`config.mk`:
```
export PLATFORM = sky130hd
export DESIGN_NAME = pixel_readout_scheduler
export DESIGN_NICKNAME = d
export VERILOG_FILES = /design/src/rtl/pixel_readout_scheduler.sv
export SDC_FILE = /design/constraint.sdc
export NUM_CORES = 1
export LEC_CHECK = 0
export ABC_AREA = 1
export BUFFER_PORTS_ARGS = -buffer_cell sky130_fd_sc_hd__buf_2
export CORE_MARGIN = 2
export CORE_UTILIZATION = 59
export CTS_BUF_LIST = sky130_fd_sc_hd__clkbuf_4 sky130_fd_sc_hd__clkbuf_8 sky130_fd_sc_hd__clkbuf_16
export CTS_CLUSTER_SIZE = 28
export DETAILED_ROUTE_END_ITERATION = 16
export HOLD_SLACK_MARGIN = 0.06
export PLACE_DENSITY_LB_ADDON = 0.25
export SYNTH_ARGS = -nofsm -noshare
export SYNTH_HDL_FRONTEND = slang
export SYNTH_SLANG_ARGS = --single-unit
```
`constraint.sdc`:
```
create_clock -name CLK -period 2.1 [get_ports CLK]
set_input_delay 0.42 -clock CLK [delete_from_list [all_inputs] [get_ports CLK]]
set_output_delay 0.42 -clock CLK [all_outputs]
set_load 0.05 [all_outputs]
```
`src/rtl/pixel_readout_scheduler.sv`:
```
// Pixel readout scheduler: scans a ROWS x COLS frequency-output pixel array in
// row-major order, settles, gates rising edges of the selected pixel over a
// fixed window and delivers each count with its address over valid/ready.
// Ports:
//   CLK, RST (async active-high)   clock / reset
//   START, CONTINUOUS, ABORT       scan control
//   PIXEL_FREQ                     asynchronous pixel frequency input
//   ROW_SEL, COL_SEL               array select lines
//   DATA_OUT/ROW/COL, DATA_VALID   measurement result, DATA_READY handshake
//   BUSY, FRAME_DONE               status
module pixel_readout_scheduler #(
  parameter int unsigned ROWS          = 4,
  parameter int unsigned COLS          = 4,
  parameter int unsigned SETTLE_CYCLES = 4,
  parameter int unsigned GATE_CYCLES   = 1024,
  parameter int unsigned COUNT_BITS    = 16,
  localparam int unsigned RW = (ROWS > 1) ? $clog2(ROWS) : 1,
  localparam int unsigned CW = (COLS > 1) ? $clog2(COLS) : 1
) (
  input  logic                  CLK,
  input  logic                  RST,
  input  logic                  START,
  input  logic                  CONTINUOUS,
  input  logic                  ABORT,
  input  logic                  PIXEL_FREQ,
  output logic [RW-1:0]         ROW_SEL,
  output logic [CW-1:0]         COL_SEL,
  output logic [COUNT_BITS-1:0] DATA_OUT,
  output logic [RW-1:0]         DATA_ROW,
  output logic [CW-1:0]         DATA_COL,
  output logic                  DATA_VALID,
  input  logic                  DATA_READY,
  output logic                  BUSY,
  output logic                  FRAME_DONE
);

  localparam int unsigned TMAX = (SETTLE_CYCLES > GATE_CYCLES) ? SETTLE_CYCLES : GATE_CYCLES;
  localparam int unsigned TW   = (TMAX > 1) ? $clog2(TMAX) : 1;

  typedef enum logic [1:0] {IDLE, SETTLE, GATE, PRESENT} state_t;

  state_t                state_q, state_d;
  logic [TW-1:0]         timer_q, timer_d;
  logic [COUNT_BITS-1:0] count_q, count_d;
  logic [RW-1:0]         row_q, row_d;
  logic [CW-1:0]         col_q, col_d;
  logic [COUNT_BITS-1:0] data_q, data_d;
  logic [RW-1:0]         drow_q, drow_d;
  logic [CW-1:0]         dcol_q, dcol_d;
  logic                  valid_q, valid_d;
  logic                  busy_q, busy_d;
  logic                  fd_q, fd_d;
  logic                  sync1_q, sync2_q, prev_q;
  logic                  rise_c;
  logic                  last_pix_c;

  // Two-flop synchroniser plus previous-value register for edge detection
  always_ff @(posedge CLK or posedge RST) begin
    if (RST) begin
      sync1_q <= 1'b0;
      sync2_q <= 1'b0;
      prev_q  <= 1'b0;
    end else begin
      sync1_q <= PIXEL_FREQ;
      sync2_q <= sync1_q;
      prev_q  <= sync2_q;
    end
  end

  assign rise_c     = sync2_q & ~prev_q;
  assign last_pix_c = (row_q == RW'(ROWS - 1)) && (col_q == CW'(COLS - 1));

  // State and output registers
  always_ff @(posedge CLK or posedge RST) begin
    if (RST) begin
      state_q <= IDLE;
      timer_q <= '0;
      count_q <= '0;
      row_q   <= '0;
      col_q   <= '0;
      data_q  <= '0;
      drow_q  <= '0;
      dcol_q  <= '0;
      valid_q <= 1'b0;
      busy_q  <= 1'b0;
      fd_q    <= 1'b0;
    end else begin
      state_q <= state_d;
      timer_q <= timer_d;
      count_q <= count_d;
      row_q   <= row_d;
      col_q   <= col_d;
      data_q  <= data_d;
      drow_q  <= drow_d;
      dcol_q  <= dcol_d;
      valid_q <= valid_d;
      busy_q  <= busy_d;
      fd_q    <= fd_d;
    end
  end

  // Next-state and next-output logic
  always_comb begin
    state_d = state_q;
    timer_d = timer_q;
    count_d = count_q;
    row_d   = row_q;
    col_d   = col_q;
    data_d  = data_q;
    drow_d  = drow_q;
    dcol_d  = dcol_q;
    fd_d    = 1'b0;

    case (state_q)
      IDLE: begin
        if (START && !ABORT) begin
          state_d = SETTLE;
          timer_d = '0;
          row_d   = '0;
          col_d   = '0;
        end
      end
      SETTLE: begin
        if (timer_q == TW'(SETTLE_CYCLES - 1)) begin
          state_d = GATE;
          timer_d = '0;
          count_d = '0;
        end else begin
          timer_d = timer_q + TW'(1);
        end
      end
      GATE: begin
        // Saturating count; the final gate cycle's edge is included in the result
        if (rise_c && (count_q != {COUNT_BITS{1'b1}})) begin
          count_d = count_q + COUNT_BITS'(1);
        end
        if (timer_q == TW'(GATE_CYCLES - 1)) begin
          state_d = PRESENT;
          timer_d = '0;
          data_d  = count_d;
          drow_d  = row_q;
          dcol_d  = col_q;
        end else begin
          timer_d = timer_q + TW'(1);
        end
      end
      PRESENT: begin
        if (DATA_READY) begin
          timer_d = '0;
          if (last_pix_c) begin
            row_d   = '0;
            col_d   = '0;
            fd_d    = 1'b1;
            state_d = CONTINUOUS ? SETTLE : IDLE;
          end else begin
            state_d = SETTLE;
            if (col_q == CW'(COLS - 1)) begin
              col_d = '0;
              row_d = row_q + RW'(1);
            end else begin
              col_d = col_q + CW'(1);
            end
          end
        end
      end
      default: state_d = IDLE;
    endcase

    // Abort overrides everything, including a same-cycle handshake
    if (ABORT && (state_q != IDLE)) begin
      state_d = IDLE;
      row_d   = '0;
      col_d   = '0;
      fd_d    = 1'b0;
    end

    valid_d = (state_d == PRESENT);
    busy_d  = (state_d != IDLE);
  end

  assign ROW_SEL    = row_q;
  assign COL_SEL    = col_q;
  assign DATA_OUT   = data_q;
  assign DATA_ROW   = drow_q;
  assign DATA_COL   = dcol_q;
  assign DATA_VALID = valid_q;
  assign BUSY       = busy_q;
  assign FRAME_DONE = fd_q;

endmodule

```
Word-level counts from Yosys, hierarchy flattened --
Cells that the tools add are included. W data, S select, Z words.
Word-level totals: bits in registers 58, input bits 7, output and inout bits 27, logic and storage cells 81
Cells by class: $add $sub $neg 4, equality and inequality tests 15, mux-type cells 31, bitwise operators 2, reductions and logical operators 15
Operator list (count):
- $mux W10 | 4
- $pmux W10 S4 | 1
- $mux W16 | 2
- $pmux W16 S2 | 1
- $mux W2 | 14
- $add A16 B1 Y16 const B | 1
- $ne A16 B16 Y1 const B | 1
- $add A10 B1 Y10 const B | 1
- $eq A10 B10 Y1 const B | 1
- $eq A10 B2 Y1 const B | 1
- $eq A2 B2 Y1 const B | 5
- $pmux W2 S2 | 2
- $pmux W2 S4 | 1
- $mux W1 | 6
- $ne A2 B2 Y1 const B | 3
- $ne A3 B3 Y1 const B | 2
- $reduce_and A2 Y1 | 3
- $reduce_bool A2 Y1 | 3
- $add A2 B1 Y2 const B | 2
- $logic_and A1 B1 Y1 | 4
- $ne A4 B4 Y1 const B | 1
- $reduce_and A4 Y1 | 1
- $reduce_and A3 Y1 | 1
- $reduce_bool A3 Y1 | 1
- other kinds (5) | 5

Depth between registers and ports, before layout --
depth in word-level cells 7, mapped depth 11, mapped depth without buffers 10

Least setup slack after synthesis --
OpenSTA, ideal clock, no wires.
path type register -> register, start reg count_q[0], end reg count_q[5], library setup time 0.118 ns, data arrival time 1.468 ns, required time 1.982 ns, slack 0.515 ns, stages on the path, launching flop included 10, path buffers 1, period minus slack after synthesis 1.585 ns, path through dfrtp_1 ha_1 nand3_2 nor3_4 nand2_2 nand2_4 buf_4 nand2_1 nand3_1 nand2_1
Between the ends: longest elaborated chain between the ends 4, elaborated cells on any way between the ends 5, classes of those cells add/sub (1); eq/ne (1); mux (2); reduce/logical (1)
Ends and longest elaborated chain:
- start: declaration | RTL line 44 | logic [COUNT_BITS-1:0] count_q, count_d;
- start signal: assignment | RTL line 90 | count_q <= count_d;
- branches (longest 2 deep; another with $add A16 B1 Y16)
- $mux W16 (*) | RTL line 134 | if (rise_c && (count_q != {COUNT_BITS{1'b1}})) begin
- $pmux W16 S2 (*) | RTL line 114 | case (state_q)
Every way passes the cells marked *. A chain may end at the register's enable or synchronous reset.

Worst setup path in the final report --
start reg count_q[0], end reg count_q[9]
Same word-level chain as after synthesis.

==> impl_metrics.json <==
{
  "slew_viol_final": 0,
  "grt_max_degree": 36,
  "power_frac_clock_pct": 29.8,
  "synth.largest_area_cell": "dfrtp_1",
  "drv_cap": 0,
  "total_leakage_power_nw": 2.02,
  "cts_setup_buffers": 0,
  "io_pins": 34,
  "startpoint_type": "flop",
  "p_switching_mw": 1.71,
  "cts_resized": 0,
  "ys_ff_latch": 58,
  "yosys_warnings": 0,
  "grt_pass1_vias": 2728,
  "dp_hpwl_um": 5060,
  "whs_ns": 0.115,
  "syn_inst": 443,
  "multiInputGateArea_um2": 1590,
  "ir_worst_vdd_v": 0.000840,
  "dpl_worst_slack_ns": 0.255,
  "synth_common_cells": "165 x nand2_1, 58 x dfrtp_1, 52 x nand3_1",
  "syn_area_um2": 3290,
  "syn_nets": 458,
  "swShare_pct": 39.6,
  "path_class": "flop to flop",
  "drtAntennaViolNets": 0,
  "synth_edf_count": 0,
  "synth_top_cell_area_share_pct": 44.1,
  "setup_tns_ns": 0,
  "path_clk_slew_ns": 0.07,
  "drt_iter0_drc": 189,
  "yosysUniqueCellTypes": 28,
  "dr_total_vias": 2882,
  "die_h_um": 78.7,
  "combPwrFrac_pct": 33.6,
  "outcome": "finished clean",
  "crit_arrival_ns": 2.18,
  "nets": 497,
  "cp_max_fo": 16,
  "ctsHtreeMaxLevel": 3,
  "p_seq_share_pct": 36.6,
  "drive_above_1_share_pct": 17.2,
  "syn_to_final_growth_pct": 14.5,
  "hold_path.class": "input pin to async pin",
  "drt_pre_antenna_iters": 4,
  "n_antenna_cell": 0,
  "vias_per_cell": 5.16,
  "num_rows": 27,
  "insertion_delay_ns": 0.34,
  "rsz0062_at_grt": "false",
  "synth_area_leaders": "dfrtp_1 44%, nand2_1 19%, nand3_1 7.9%",
  "worst_pin_slew_ns": 0.765,
  "max_freq_mhz": 525,
  "fp.dieArea_um2": 6200,
  "cts_sinks": 58,
  "yosys_most_used_dff": "dfrtp_1",
  "root_buffer": "clkbuf_8",
  "min_period_ns": 1.90,
  "async_flop_share_pct": 100,
  "cts_tree": "built",
  "place.gp.congestion": 0.990,
  "seq_area_frac_synth_pct": 44.1,
  "io_buffers": 33,
  "syn_avg_cell_area_um2": 7.44,
  "worstSetupEndpointType": "flop",
  "grtUsageTotal_pct": 25.1,
  "core-area_um2": 5440,
  "fillers": 431,
  "antenna_found_initial": 0,
  "setup_viol": 0,
  "intPower_mw": 2.61,
  "initial_core_util_pct": 60.6,
  "wire_per_inst_um": 12.7,
  "hold_buffers": 0,
  "fin_ws_ns": 0.197,
  "synth_most_common_cell": "nand2_1",
  "drc": 0,
  "cts_buffers": 9,
  "final.setup_skew_ns": 0.00645,
  "total_power_mw": 4.32,
  "worst_ep_required_time_ns": 2.38,
  "fin_crit_sh_pct": 90.6,
  "grt_pass1_wl_um": 12100,
  "grt-ovfl-total": 0,
  "die-width_um": 78.7,
  "wirelength_um": 7120,
  "clock_path_buffers": 2,
  "relSlewSlack_pct": 49.0,
  "dp.cells": 543,
  "instances_no_fill": 559,
  "p_per_area_nw_per_um2": 1150,
  "hold_viol": 0,
  "seq_area_um2": 1450
}
## power by group through the flow
stage	registers, mW	logic, mW	clock network [mW]
after floorplan	1.69	1.01	0
after global placement	1.59	1.41	0
after detailed placement	1.59	1.44	0
after CTS	1.58	1.46	1.31
after global routing	1.62	1.64	1.36
final	1.58	1.45	1.29
## layout make-up
cell class | count | area share (%)
multi-input cells | 328 | 42.1
flip-flops and latches | 58 | 38.5
repair buffers | 37 | 5.51
inverters | 48 | 4.84
clock buffers | 11 | 4.01
clock inverters | 5 | 2.65
well taps | 72 | 2.39
## per-layer routing
layer	share of wire, %	track usage (%)
met1	45	30.7
met2	50	43.0
met3	4.1	6.93
met4	1.3	8.07
met5	0	0
## path summary, 6_finish.rpt
path                                        startpoint                        to  slack [ns]  cells after the start
worst max-delay path            count_q[0]$_DFFE_PP0P_    count_q[9]$_DFFE_PP0P_        0.20                      9
worst min-delay path                               RST  DATA_OUT[15]$_DFFE_PP0P_        0.11                      2
worst max register to register  count_q[0]$_DFFE_PP0P_    count_q[9]$_DFFE_PP0P_        0.20                      9
worst min register to register       sync1_q$_DFF_PP0_         sync2_q$_DFF_PP0_        0.36                      0
max in group asynchronous                          RST    timer_q[7]$_DFFE_PP0P_        1.43                      3
min in group CLK                            PIXEL_FREQ         sync1_q$_DFF_PP0_        0.19                      1
## stage by stage
step                instance area, um2  util [%]
finish                            3770      69.4
global route                      3770      69.4
CTS                               3770      69.4
detailed placement                3520      64.7
global placement                  3520      64.7
floorplan                         3290         -
## cells by family (layout without fill, tap and decap cells)
logic type | count (synthesis) | count (layout) | synth area share, %
compound gates | 27 | 27 | 4.79
xor+xnor | 12 | 12 | 3.19
fa+ha+maj | 8 | 8 | 3.04
buf+inv | 57 | 101 | 7.71
flops | 58 | 58 | 44.1
simple gates | 281 | 281 | 37.2
## placed cells by master (no fill, tap or decap), drive strengths merged, types with 2 or more instances in the layout
master,count
bufinv,3
dfrtp,58
nor2,34
nand3,54
a21oi,15
ha,8
nand4,8
o21ai,10
buf,37
inv,48
nand2,178
xnor2,3
xor2,9
clkbuf,11
clkinv,2
nor3,6
## registers in the layout (all words and copies together) (netlist names)
name,count
sync1_q,1
DATA_OUT,16
DATA_COL,2
COL_SEL,2
DATA_VALID,1
DATA_ROW,2
state_q,2
count_q,16
timer_q,10
prev_q,1
FRAME_DONE,1
ROW_SEL,2
sync2_q,1
BUSY,1
## critical path: stages, from the launching register on
cell,delay [ns]
dfrtp_1,0.46
ha_1,0.31
nand3_2,0.17
nor3_4,0.19
nand2_2,0.09
nand2_4,0.19
inv_4,0.14
nand2_1,0.13
nand3_1,0.09
nand2_1,0.07
Note: power is estimated with default switching activity, not from simulation.
